--- config.mk ---
export PLATFORM = sky130hd
export DESIGN_NAME = tdc_multi_stamper
export DESIGN_NICKNAME = d
export VERILOG_FILES = /design/src/rtl/tdc_pkg.sv /design/src/rtl/tdc_chan_fifo.sv /design/src/rtl/tdc_multi_stamper.sv
export SDC_FILE = /design/constraint.sdc
export NUM_CORES = 1
export LEC_CHECK = 0
export CAP_MARGIN = 10
export CELL_PAD_IN_SITES_DETAIL_PLACEMENT = 0
export CELL_PAD_IN_SITES_GLOBAL_PLACEMENT = 1
export CORE_ASPECT_RATIO = 1.25
export CORE_UTILIZATION = 45
export CTS_BUF_LIST = sky130_fd_sc_hd__clkbuf_4 sky130_fd_sc_hd__clkbuf_8
export CTS_CLUSTER_DIAMETER = 120
export CTS_CLUSTER_SIZE = 25
export DETAILED_ROUTE_END_ITERATION = 10
export GPL_ROUTABILITY_DRIVEN = 0
export PLACE_DENSITY_LB_ADDON = 0.1
export SETUP_SLACK_MARGIN = 0.02
export SLEW_MARGIN = 25
export SYNTH_ARGS = -nofsm -noshare
export SYNTH_HDL_FRONTEND = slang
export SYNTH_HIERARCHICAL = 1
export SYNTH_SLANG_ARGS = --single-unit
--- constraint.sdc ---
create_clock -name clk_stop -period 7.83 [get_ports clk_stop]
set_input_delay 1.1745 -clock clk_stop [delete_from_list [all_inputs] [get_ports clk_stop]]
set_output_delay 1.1745 -clock clk_stop [all_outputs]
set_load 0.01 [all_outputs]
--- src/rtl/tdc_pkg.sv ---
// tdc_pkg: shared definitions for the multi-channel TDC stamper.
//   ENC_FIRST_ZERO / ENC_POPCOUNT : fine-time encoder selection codes.
//   fine_w(taps)                  : width of a fine code able to hold 0..taps.
//   tdc_event_t                   : event record {coarse, fine} at default widths
//                                   (COARSE_W=16, TAPS=32); the top builds the same
//                                   layout from its own parameters.
package tdc_pkg;

    localparam int ENC_FIRST_ZERO = 0;
    localparam int ENC_POPCOUNT   = 1;

    localparam int DEF_COARSE_W = 16;
    localparam int DEF_FINE_W   = 6;

    function automatic int fine_w(input int taps);
        return $clog2(taps) + 1;
    endfunction

    typedef struct packed {
        logic [DEF_COARSE_W-1:0] coarse;
        logic [DEF_FINE_W-1:0]   fine;
    } tdc_event_t;

endpackage

--- src/rtl/tdc_chan_fifo.sv ---
// tdc_chan_fifo: per-channel synchronous event FIFO, count-based full/empty.
//   clk, rst        : clock, asynchronous active-high reset (pointers/count only)
//   push, push_data : write request and data; accepted when not full, or when
//                     full but popped in the same cycle
//   pop, pop_data   : read request; pop_data shows the head entry combinationally
//   full, empty     : occupancy flags
module tdc_chan_fifo
    import tdc_pkg::*;
#(
    parameter int WIDTH = 22,
    parameter int DEPTH = 8
) (
    input  logic             clk,
    input  logic             rst,
    input  logic             push,
    input  logic [WIDTH-1:0] push_data,
    input  logic             pop,
    output logic [WIDTH-1:0] pop_data,
    output logic             full,
    output logic             empty
);

    localparam int AW = $clog2(DEPTH);

    logic [WIDTH-1:0] mem [DEPTH];
    logic [AW-1:0]    wr_ptr;
    logic [AW-1:0]    rd_ptr;
    logic [AW:0]      count;
    logic             do_push;
    logic             do_pop;

    assign full     = (count == (AW+1)'(DEPTH));
    assign empty    = (count == '0);
    assign do_pop   = pop & ~empty;
    assign do_push  = push & (~full | do_pop);
    assign pop_data = mem[rd_ptr];

    // DEPTH is a power of two, so the pointers wrap naturally.
    always_ff @(posedge clk or posedge rst) begin
        if (rst) begin
            wr_ptr <= '0;
            rd_ptr <= '0;
            count  <= '0;
        end else begin
            if (do_push) wr_ptr <= wr_ptr + AW'(1);
            if (do_pop)  rd_ptr <= rd_ptr + AW'(1);
            case ({do_push, do_pop})
                2'b10:   count <= count + (AW+1)'(1);
                2'b01:   count <= count - (AW+1)'(1);
                default: count <= count;
            endcase
        end
    end

    always_ff @(posedge clk) begin
        if (do_push) mem[wr_ptr] <= push_data;
    end

endmodule

--- src/rtl/tdc_multi_stamper.sv ---
// tdc_multi_stamper: multi-channel carry-chain TDC sampler and event stamper.
//   clk_stop   : sampling/system clock
//   rst        : asynchronous active-high reset
//   enable     : low = no hits recorded and coarse counter frozen
//   taps_in    : raw delay-line taps, channel c at [c*TAPS +: TAPS]
//   out_valid/out_ready : merged event stream handshake
//   out_ch, out_coarse, out_fine : source channel, coarse stamp, fine code
//   drop_cnt   : per-channel 8-bit saturating count of events lost on FIFO full
module tdc_multi_stamper
    import tdc_pkg::*;
#(
    parameter  int NUM_CH     = 4,
    parameter  int TAPS       = 32,
    parameter  int COARSE_W   = 16,
    parameter  int FIFO_DEPTH = 8,
    parameter  int ENC_MODE   = ENC_POPCOUNT,
    localparam int FINE_W     = fine_w(TAPS),
    localparam int CH_W       = (NUM_CH > 1) ? $clog2(NUM_CH) : 1
) (
    input  logic                   clk_stop,
    input  logic                   rst,
    input  logic                   enable,
    input  logic [NUM_CH*TAPS-1:0] taps_in,
    output logic                   out_valid,
    input  logic                   out_ready,
    output logic [CH_W-1:0]        out_ch,
    output logic [COARSE_W-1:0]    out_coarse,
    output logic [FINE_W-1:0]      out_fine,
    output logic [NUM_CH*8-1:0]    drop_cnt
);

    typedef struct packed {
        logic [COARSE_W-1:0] coarse;
        logic [FINE_W-1:0]   fine;
    } event_t;

    function automatic logic [FINE_W-1:0] enc_first_zero(input logic [TAPS-1:0] t);
        logic [FINE_W-1:0] n;
        logic              run;
        n   = '0;
        run = 1'b1;
        for (int i = 0; i < TAPS; i++) begin
            run = run & t[i];
            if (run) n = n + FINE_W'(1);
        end
        return n;
    endfunction

    function automatic logic [FINE_W-1:0] enc_popcount(input logic [TAPS-1:0] t);
        return FINE_W'($countones(t));
    endfunction

    function automatic logic [FINE_W-1:0] encode(input logic [TAPS-1:0] t);
        return (ENC_MODE == ENC_FIRST_ZERO) ? enc_first_zero(t) : enc_popcount(t);
    endfunction

    logic [TAPS-1:0]     thermo_p0 [NUM_CH];
    logic [NUM_CH-1:0]   prev0_p0;
    logic [COARSE_W-1:0] coarse;
    logic [COARSE_W-1:0] coarse_p0;
    logic [NUM_CH-1:0]   hit_p1;
    logic [FINE_W-1:0]   fine_p1 [NUM_CH];
    logic [COARSE_W-1:0] coarse_p1;

    logic [NUM_CH-1:0]   push;
    logic [NUM_CH-1:0]   pop;
    logic [NUM_CH-1:0]   full;
    logic [NUM_CH-1:0]   empty;
    event_t              fifo_dout [NUM_CH];

    logic                load;
    logic                grant_any;
    logic [CH_W-1:0]     grant_idx;
    logic [CH_W-1:0]     rr_ptr;

    // S0: sample taps, remember previous bit 0, run coarse counter.
    // S1: rising edge of bit 0 while enabled is a hit.
    always_ff @(posedge clk_stop or posedge rst) begin
        if (rst) begin
            coarse   <= '0;
            prev0_p0 <= '0;
            hit_p1   <= '0;
            for (int c = 0; c < NUM_CH; c++) thermo_p0[c] <= '0;
        end else begin
            if (enable) coarse <= coarse + COARSE_W'(1);
            for (int c = 0; c < NUM_CH; c++) begin
                thermo_p0[c] <= taps_in[c*TAPS +: TAPS];
                prev0_p0[c]  <= thermo_p0[c][0];
                hit_p1[c]    <= thermo_p0[c][0] & ~prev0_p0[c] & enable;
            end
        end
    end

    // S1 data: fine code and coarse stamp travel one stage behind the sample.
    always_ff @(posedge clk_stop) begin
        coarse_p0 <= coarse;
        coarse_p1 <= coarse_p0;
        for (int c = 0; c < NUM_CH; c++) fine_p1[c] <= encode(thermo_p0[c]);
    end

    // S2: push hits into per-channel FIFOs, count drops.
    for (genvar c = 0; c < NUM_CH; c++) begin : g_ch
        event_t     ev_in;
        logic       drop;
        logic [7:0] drop_q;

        assign ev_in   = {coarse_p1, fine_p1[c]};
        // A pop of a full FIFO in the same cycle frees the slot for the push.
        assign push[c] = hit_p1[c] & (~full[c] | pop[c]);
        assign drop    = hit_p1[c] & full[c] & ~pop[c];

        tdc_chan_fifo #(
            .WIDTH ($bits(event_t)),
            .DEPTH (FIFO_DEPTH)
        ) u_fifo (
            .clk       (clk_stop),
            .rst       (rst),
            .push      (push[c]),
            .push_data (ev_in),
            .pop       (pop[c]),
            .pop_data  (fifo_dout[c]),
            .full      (full[c]),
            .empty     (empty[c])
        );

        always_ff @(posedge clk_stop or posedge rst) begin
            if (rst) begin
                drop_q <= '0;
            end else if (drop && drop_q != 8'hFF) begin
                drop_q <= drop_q + 8'd1;
            end
        end

        assign drop_cnt[c*8 +: 8] = drop_q;
    end

    // Round-robin search starts at rr_ptr (one past the last grant).
    assign load = ~out_valid | out_ready;

    always_comb begin
        int              k;
        logic [CH_W-1:0] idx;
        grant_any = 1'b0;
        grant_idx = '0;
        pop       = '0;
        k         = 0;
        idx       = '0;
        for (int i = 0; i < NUM_CH; i++) begin
            k = int'(rr_ptr) + i;
            if (k >= NUM_CH) k = k - NUM_CH;
            idx = CH_W'(k);
            if (!grant_any && !empty[idx]) begin
                grant_any = 1'b1;
                grant_idx = idx;
            end
        end
        if (load && grant_any) pop[grant_idx] = 1'b1;
    end

    // Output register: refilled whenever empty or consumed.
    always_ff @(posedge clk_stop or posedge rst) begin
        if (rst) begin
            out_valid  <= 1'b0;
            out_ch     <= '0;
            out_coarse <= '0;
            out_fine   <= '0;
            rr_ptr     <= '0;
        end else if (load) begin
            if (grant_any) begin
                out_valid  <= 1'b1;
                out_ch     <= grant_idx;
                out_coarse <= fifo_dout[grant_idx].coarse;
                out_fine   <= fifo_dout[grant_idx].fine;
                rr_ptr     <= (grant_idx == CH_W'(NUM_CH - 1)) ? '0 : grant_idx + CH_W'(1);
            end else begin
                out_valid  <= 1'b0;
            end
        end
    end

endmodule

### Word-level counts from Yosys, hierarchy flattened

Memory sizes are Yosys's and may differ from the RTL's.
Index checks and enable logic that the tools add are counted.

| word-level totals | value |
|---|---|
| bits in registers | 283 |
| output and inout port bits | 57 |
| logic and storage cells | 334 |
| input bits | 132 |
| memories | 5 |
| memory bits (writable) | 728 |

| operators by class | value |
|---|---|
| bitwise gates (word level) | 55 |
| add/subtract/negate cells | 153 |
| eq/ne operators | 17 |
| reductions and logical operators | 23 |
| multiplexer cells | 40 |
| magnitude comparators | 11 |

Memories:

| name | words | width | rd ports | clocked after Yosys merged registers in | write ports | line | source |
|---|---|---|---|---|---|---|---|
| g_ch[0].u_fifo.mem | 8 | 22 | 1 | 0 | 1 | tdc_chan_fifo.sv:25 | `logic [WIDTH-1:0] mem [DEPTH];` |
| g_ch[1].u_fifo.mem | 8 | 22 | 1 | 0 | 1 | tdc_chan_fifo.sv:25 |  |
| g_ch[2].u_fifo.mem | 8 | 22 | 1 | 0 | 1 | tdc_chan_fifo.sv:25 |  |
| g_ch[3].u_fifo.mem | 8 | 22 | 1 | 0 | 1 | tdc_chan_fifo.sv:25 |  |
| fine_p1 | 4 | 6 | 4 | 0 | 4 | tdc_multi_stamper.sv:62 | `logic [FINE_W-1:0] fine_p1 [NUM_CH];` |

Operator list:

| cell | number |
|---|---|
| 1-bit by 1-bit adder with 2-bit output | 64 |
| 2-bit by 2-bit adder with 3-bit output | 32 |
| 3-bit by 3-bit adder with 4-bit output | 16 |
| 22-bit binary-select mux with 2-bit select | 1 |
| 22-bit 2-to-1 mux | 2 |
| 4-bit by 4-bit adder with 5-bit output | 8 |
| 8-bit by 1-bit adder with 8-bit output, second input constant | 4 |
| 8-bit inequality test, second input constant | 4 |
| 4-bit case mux with 2 select lines | 4 |
| 1-bit bitwise AND | 28 |
| 3-bit by 1-bit adder with 3-bit output, second input constant | 8 |
| 5-bit by 5-bit adder with 6-bit output | 4 |
| 1-bit 2-to-1 mux | 18 |
| 2-bit 2-to-1 mux | 9 |
| 1-bit NOT | 17 |
| 16-bit by 1-bit adder with 16-bit output, second input constant | 1 |
| 4-bit by 1-bit adder with 4-bit output, second input constant | 4 |
| 4-bit equality test, second input constant | 4 |
| 4-bit zero test | 4 |
| 4-bit by 1-bit subtractor with 4-bit output, second input constant | 4 |
| 2-bit by 3-bit < comparator with 1-bit output, second input constant | 5 |
| 3-bit greater-or-equal comparator, second input constant | 4 |
| 2-bit equality test, second input constant | 5 |
| 1-bit logical AND | 9 |
| other kinds (15) | 40 |

### Logic depth before layout (Yosys ltp)

| depth | value |
|---|---|
| depth in word-level cells | 24 |
| depth in mapped cells | 17 |
| mapped depth without buffers | 17 |

### By module

The synthesis kept the hierarchy.

Modules (own cells, without submodules):

| module | times used | cells each | area each (µm²) |
|---|---|---|---|
| tdc_chan_fifo | 4 | 321 | 7254.5 |
| tdc_multi_stamper | 1 | 985 | 11891.4 |

### Worst setup path before layout

No wires, ideal clock.

| path | value |
|---|---|
| path type | reg-to-reg |
| from | reg g_ch[2].u_fifo.count[0] |
| to | mem g_ch[3].u_fifo.mem[0][0] (enable) |
| required time | 7.373 ns |
| arrival | 4.784 ns |
| path slack | 2.589 ns |
| stages on the path, launching flop included | 11 |
| path buffers | 1 |
| cells stage by stage | dfrtp_1 -> nor4_1 -> mux2i_1 -> a221o_1 -> inv_2 -> buf_2 -> ha_1 -> nand3_1 -> a21boi_0 -> o21ai_4 -> nor4_1 |

| between the ends | value |
|---|---|
| longest elaborated chain between the ends | 22 |
| elaborated cells between the ends (all ways) | 39 |
| those cells by class | order compare (2); mux (21); bitwise (5); reduce/logical (11) |

Ends and longest elaborated chain:

| element | line | source |
|---|---|---|
| from (decl) | tdc_chan_fifo.sv:28 | `logic [AW:0] count;` |
| from (signal assigned) | tdc_chan_fifo.sv:48 | `2'b10: count <= count + (AW+1)'(1);` |
| from (signal assigned) | tdc_chan_fifo.sv:49 | `2'b01: count <= count - (AW+1)'(1);` |
| from (signal assigned) | tdc_chan_fifo.sv:50 | `default: count <= count;` |
| 4-bit zero test * | tdc_chan_fifo.sv:33 | `assign empty = (count == '0);` |
| named net empty[2] | tdc_multi_stamper.sv:68 | `logic [NUM_CH-1:0] empty;` |
| 1-bit binary-select mux with 2-bit select | tdc_multi_stamper.sv:152 | `if (!grant_any && !empty[idx]) begin` |
| 1-bit 2-to-1 mux (not written as such) | tdc_multi_stamper.sv:152 |  |
| 1-bit zero test | tdc_multi_stamper.sv:152 |  |
| 1-bit logical AND | tdc_multi_stamper.sv:152 |  |
| 1-bit 2-to-1 mux | tdc_multi_stamper.sv:152 |  |
| 1-bit zero test | tdc_multi_stamper.sv:152 |  |
| (+5 left out) | n/a |  |
| named net grant_idx[0] | tdc_multi_stamper.sv:73 | `logic [CH_W-1:0] grant_idx;` |
| (+3 left out) | n/a |  |
| 1-bit demux with 2-bit select * | tdc_multi_stamper.sv:157 | `if (load && grant_any) pop[grant_idx] = 1'b1;` |
| 4-bit 2-to-1 mux * | tdc_multi_stamper.sv:157 |  |
| 1-bit bitwise OR * | tdc_multi_stamper.sv:109 | `assign push[c] = hit_p1[c] & (~full[c] \| pop[c]);` |
| 1-bit bitwise AND * | tdc_multi_stamper.sv:109 |  |
| named net push[3] | tdc_multi_stamper.sv:65 | `logic [NUM_CH-1:0] push;` |
| 1-bit bitwise AND * | tdc_chan_fifo.sv:35 | `assign do_push = push & (~full \| do_pop);` |
| 1-bit 2-to-1 mux * | tdc_chan_fifo.sv:56 | `if (do_push) mem[wr_ptr] <= push_data;` |
| 1-bit 2-to-1 mux (not written as such) * | tdc_chan_fifo.sv:56 |  |
| to (decl) | tdc_chan_fifo.sv:25 |  |

The timed path passes the listed nets; every way through them passes the cells marked *. The select of a mux whose other input is x is not followed.

### Worst setup path after layout

| path | value |
|---|---|
| from | reg g_ch[0].u_fifo.count[0] |
| to | reg g_ch[3].u_fifo.count[3] |

| between the ends | value |
|---|---|
| longest elaborated chain between the ends | 22 |
| elaborated cells between the ends (all ways) | 41 |
| those cells by class | order compare (2); eq/ne (2); mux (20); bitwise (5); reduce/logical (12) |

Ends and longest elaborated chain:

| element | line | source |
|---|---|---|
| from (decl) | tdc_chan_fifo.sv:28 |  |
| from (signal assigned) | tdc_chan_fifo.sv:48 |  |
| from (signal assigned) | tdc_chan_fifo.sv:49 |  |
| from (signal assigned) | tdc_chan_fifo.sv:50 |  |
| 4-bit zero test * | tdc_chan_fifo.sv:33 |  |
| named net empty[0] | tdc_multi_stamper.sv:68 |  |
| 1-bit binary-select mux with 2-bit select | tdc_multi_stamper.sv:152 |  |
| 1-bit 2-to-1 mux (not written as such) | tdc_multi_stamper.sv:152 |  |
| 1-bit zero test | tdc_multi_stamper.sv:152 |  |
| 1-bit logical AND | tdc_multi_stamper.sv:152 |  |
| 1-bit 2-to-1 mux | tdc_multi_stamper.sv:152 |  |
| 1-bit zero test | tdc_multi_stamper.sv:152 |  |
| (+8 left out) | n/a |  |
| 1-bit demux with 2-bit select | tdc_multi_stamper.sv:157 |  |
| 4-bit 2-to-1 mux * | tdc_multi_stamper.sv:157 |  |
| 1-bit bitwise OR * | tdc_multi_stamper.sv:109 |  |
| 1-bit bitwise AND * | tdc_multi_stamper.sv:109 |  |
| named net push[3] | tdc_multi_stamper.sv:65 |  |
| 1-bit bitwise AND * | tdc_chan_fifo.sv:35 |  |
| 2-bit by 1-bit equality test with 1-bit output / 2-bit equality test (equally long branches) | tdc_chan_fifo.sv:47 | `case ({do_push, do_pop})` |
| 4-bit case mux with 2 select lines / 2-bit nonzero test (equally long branches) | n/a |  |
| to (signal assigned) | tdc_chan_fifo.sv:48 |  |
| to (signal assigned) | tdc_chan_fifo.sv:49 |  |
| to (signal assigned) | tdc_chan_fifo.sv:50 |  |
| to (decl) | tdc_chan_fifo.sv:28 |  |

Marked as above.
A chain may end at the register's enable or synchronous reset.

==> flow_metrics.tcl <==
set metrics [dict create \
    die-width_um 272 \
    overflow 0 \
    syn_avg_cell_area_um2 18.0 \
    status "completed" \
    fmax_mhz 196 \
    synth.largest_area_cell "edfxtp_1" \
    cts_tree "yes" \
    synth_xor_area_share_pct 1.65 \
    ys_types 52 \
    worst_ep_arrival_time_ns 5.71 \
    syn_area_um2 40900 \
    nNetsFinal 2799 \
    cts.clk_slew.worst_paths_ns 0.15 \
    viasPerCell 5.30 \
    start_util_pct 45.4 \
    drc 0 \
    postCtsHoldBufs 0 \
    slew_violations 0 \
    wl_per_cell_um 22.7 \
    setup.worst_path.class "flip-flop to flip-flop" \
    ant_nets 0 \
    skew_ns 0.0264 \
    max-vdd-ir-drop_mv 0.186 \
    synth-compound-area-share_pct 2.38 \
    fin_crit_ns 5.09 \
    worst_ep_required_time_ns 8.45 \
    fin_cells 3720 \
    syn2layout_area_growth_pct 11.3 \
    synth_top_area_share_pct 51.7 \
    grt_antenna_before_repair 1 \
    drt_iter0_markers 1451 \
    synth_edf_count 704 \
    drive_gt1_share_pct 18.9 \
    cp_max_fo 28 \
    ios 189 \
    wl_um 84600 \
    rows 123 \
    dp_slack_ns 2.52 \
    maxCapViolations 0 \
    core_area_um2 90000 \
    cp-end-kind "flip-flop" \
    portBuffers 188 \
    p_leak_nw 16.8 \
    rsz0062_at_grt "false" \
    grt_usage_pct 18.8 \
    synthMuxAreaShare_pct 12.6 \
    netlist_top_cells_area "edfxtp_1 52%, dfrtp_1 15%, mux4_2 9.7%, fa_1 4.9%, dfxtp_1 2.7%" \
    cts_buffer_depth 3 \
    post-cts-setup-buffers 0 \
    powerDensity_nw_per_um2 327 \
    synthArstFlopShare_pct 24.8 \
    cts_root_buf "clkbuf_8" \
    hold_viol 0 \
    multi_input_area_um2 11300 \
    clock_sinks 1011 \
    dieArea_um2 92100 \
    clk_latency_ns 0.73 \
    synth_cells 2269 \
    grt_max_degree 135 \
    grt_pass1_vias 21600 \
    post-place-cells 3633 \
    synth_top_family_by_area "multiplexers" \
    dp_hpwl_um 53100 \
    fin_util_pct 50.6 \
    worst_slew_pin_slew_ns 0.933 \
    fin_crit_sh_pct 65.0 \
    total_power_mw 14.9 \
    relSlewSlack_pct 37.6 \
    nFillCells 7318 \
    register_area_um2 28600 \
    cts.htree.levels 2 \
    ctsResizeCount 0 \
    synth_fa_ha_area_share_pct 7.14 \
    vias 19700 \
    fin_ws_ns 2.74 \
    chipHeight_um 339 \
    numCtsBuffers 46 \
    worstSetupStartpointType "flip-flop" \
    ys_seq_elements 1011 \
    synthesis.nets 2574 \
    finalSetupViolCount 0 \
    hold_class "flip-flop to flip-flop" \
    drt_pass1_iterations 5 \
    yosysSeqAreaShare_pct 69.8 \
    finalSetupTns_ns 0 \
    synth-simple-area-share_pct 3.38 \
    ys_warn_count 6 \
    synth_flop_cell "edfxtp_1" \
    grt_pass1_wl_um 130000 \
]
==> layout by cell type (no fill, tap or decap), drive strengths merged, types with 11 or more instances in the layout <==
cell / instances
nor3: 23
a211o: 22
nor2: 27
xor2: 20
xnor2: 57
dfrtp: 251
inv: 233
nand3: 15
dfxtp: 56
edfxtp: 704
clkdlybuf4s50: 188
o21ai: 13
a21oi: 58
nand2b: 11
mux4: 176
nand2: 139
ha: 72
clkbuf: 85
nand4: 24
buf: 60
fa: 101
o211ai: 12
mux2: 101
==> synthesized netlist by cell type (10+ instances only) <==
cell type / n
edfxtp_1: 704
dfrtp_1: 251
inv_1: 231
mux4_2: 176
nand2_1: 139
fa_1: 101
mux2_2: 97
ha_1: 72
a21oi_1: 58
xnor2_1: 57
dfxtp_1: 56
nor2_1: 27
nand4_1: 24
a211o_1: 22
nor3_1: 22
buf_2: 21
xor2_1: 20
clkbuf_1: 19
buf_4: 16
nand3_1: 15
buf_1: 12
o211ai_1: 12
nand2b_1: 11
nor4_1: 10
==> final timing paths <==
check | startpoint | endpoint | slack (ns) | cells past startpoint
max | g_ch[0].u_fifo/count[0]$_DFFE_PP0P_ | g_ch[3].u_fifo/count[3]$_DFFE_PP0P_ | 2.74 | 13
min | coarse_p0[15]$_DFF_P_ | coarse_p1[15]$_DFF_P_ | 0.34 | 0
max reg2reg | g_ch[0].u_fifo/count[0]$_DFFE_PP0P_ | g_ch[3].u_fifo/count[3]$_DFFE_PP0P_ | 2.74 | 13
min reg2reg | coarse_p0[15]$_DFF_P_ | coarse_p1[15]$_DFF_P_ | 0.34 | 0
max in group asynchronous | rst | thermo_p0[104]$_DFF_PP0_ | 5.62 | 4
min in group asynchronous | rst | g_ch[3].u_fifo/count[3]$_DFFE_PP0P_ | 0.96 | 3
==> per-stage QoR <==
step | hold slack, ns | cell area (um^2)
final | 0.337 | 45500
after global routing | 0.348 | 45500
after CTS | 0.336 | 45500
after detailed placement | 0.312 | 44600
after global placement | 0.312 | 44500
after floorplan | 0.310 | 40900
==> sequential cells by signal, indices dropped and copies added, names as in the netlist, 6 cells and up <==
| register | flops |
|---|---|
| g_ch.drop_q | 32 |
| coarse_p1 | 16 |
| out_coarse | 16 |
| g_ch.u_fifo/wr_ptr | 12 |
| out_fine | 6 |
| coarse | 16 |
| thermo_p0 | 128 |
| g_ch.u_fifo/rd_ptr | 12 |
| g_ch.u_fifo/mem | 704 |
| fine_p1 | 24 |
| g_ch.u_fifo/count | 16 |
| coarse_p0 | 16 |
==> critical path: stages (launching register included) <==
cell      delay, ns
dfrtp_1        0.49
nor4_2         0.63
mux2i_1        0.19
a221o_1        0.41
inv_2          0.34
ha_1           0.28
nand3_1        0.25
a21boi_0       0.55
o21ai_4        0.20
ha_1           0.35
ha_1           0.38
or4b_2         0.63
o311ai_0       0.15
o211ai_1       0.13
==> final cells by class <==
type,instances,share of cell area (%)
Antenna cell,1,0.00550
Clock buffer,85,2.08
Clock inverter,1,0.0357
Inverter,232,1.93
Multi-Input combinational cell,955,24.8
Sequential cell,1011,62.7
Tap cell,1187,3.26
Timing Repair Buffer,248,5.15
==> layer usage <==
layer  global-route usage [%]  routed length [um]  vias to the layer above
met3                     2.90                3880                      100
met1                     24.7               35000                    10500
met2                     32.7               43600                      362
li1                         -                   -                     8778
met4                     4.90                2080                        0
met5                        0                   0                        -
==> power breakdown <==
group          switching (mW)  internal (mW)  total (mW)
clock                    1.55          0.767        2.31
sequential              0.597           6.55        7.15
combinational            2.90           2.54        5.44
total                    5.04           9.86        14.9
==> cells by family after synthesis <==
group	count (synthesis)
simple gates	284
xor+xnor	77
compound gates	139
fa+ha+maj	173
buf+inv	303
flops	1011
mux	282
No activity file was read; power rests on OpenSTA's default activity.
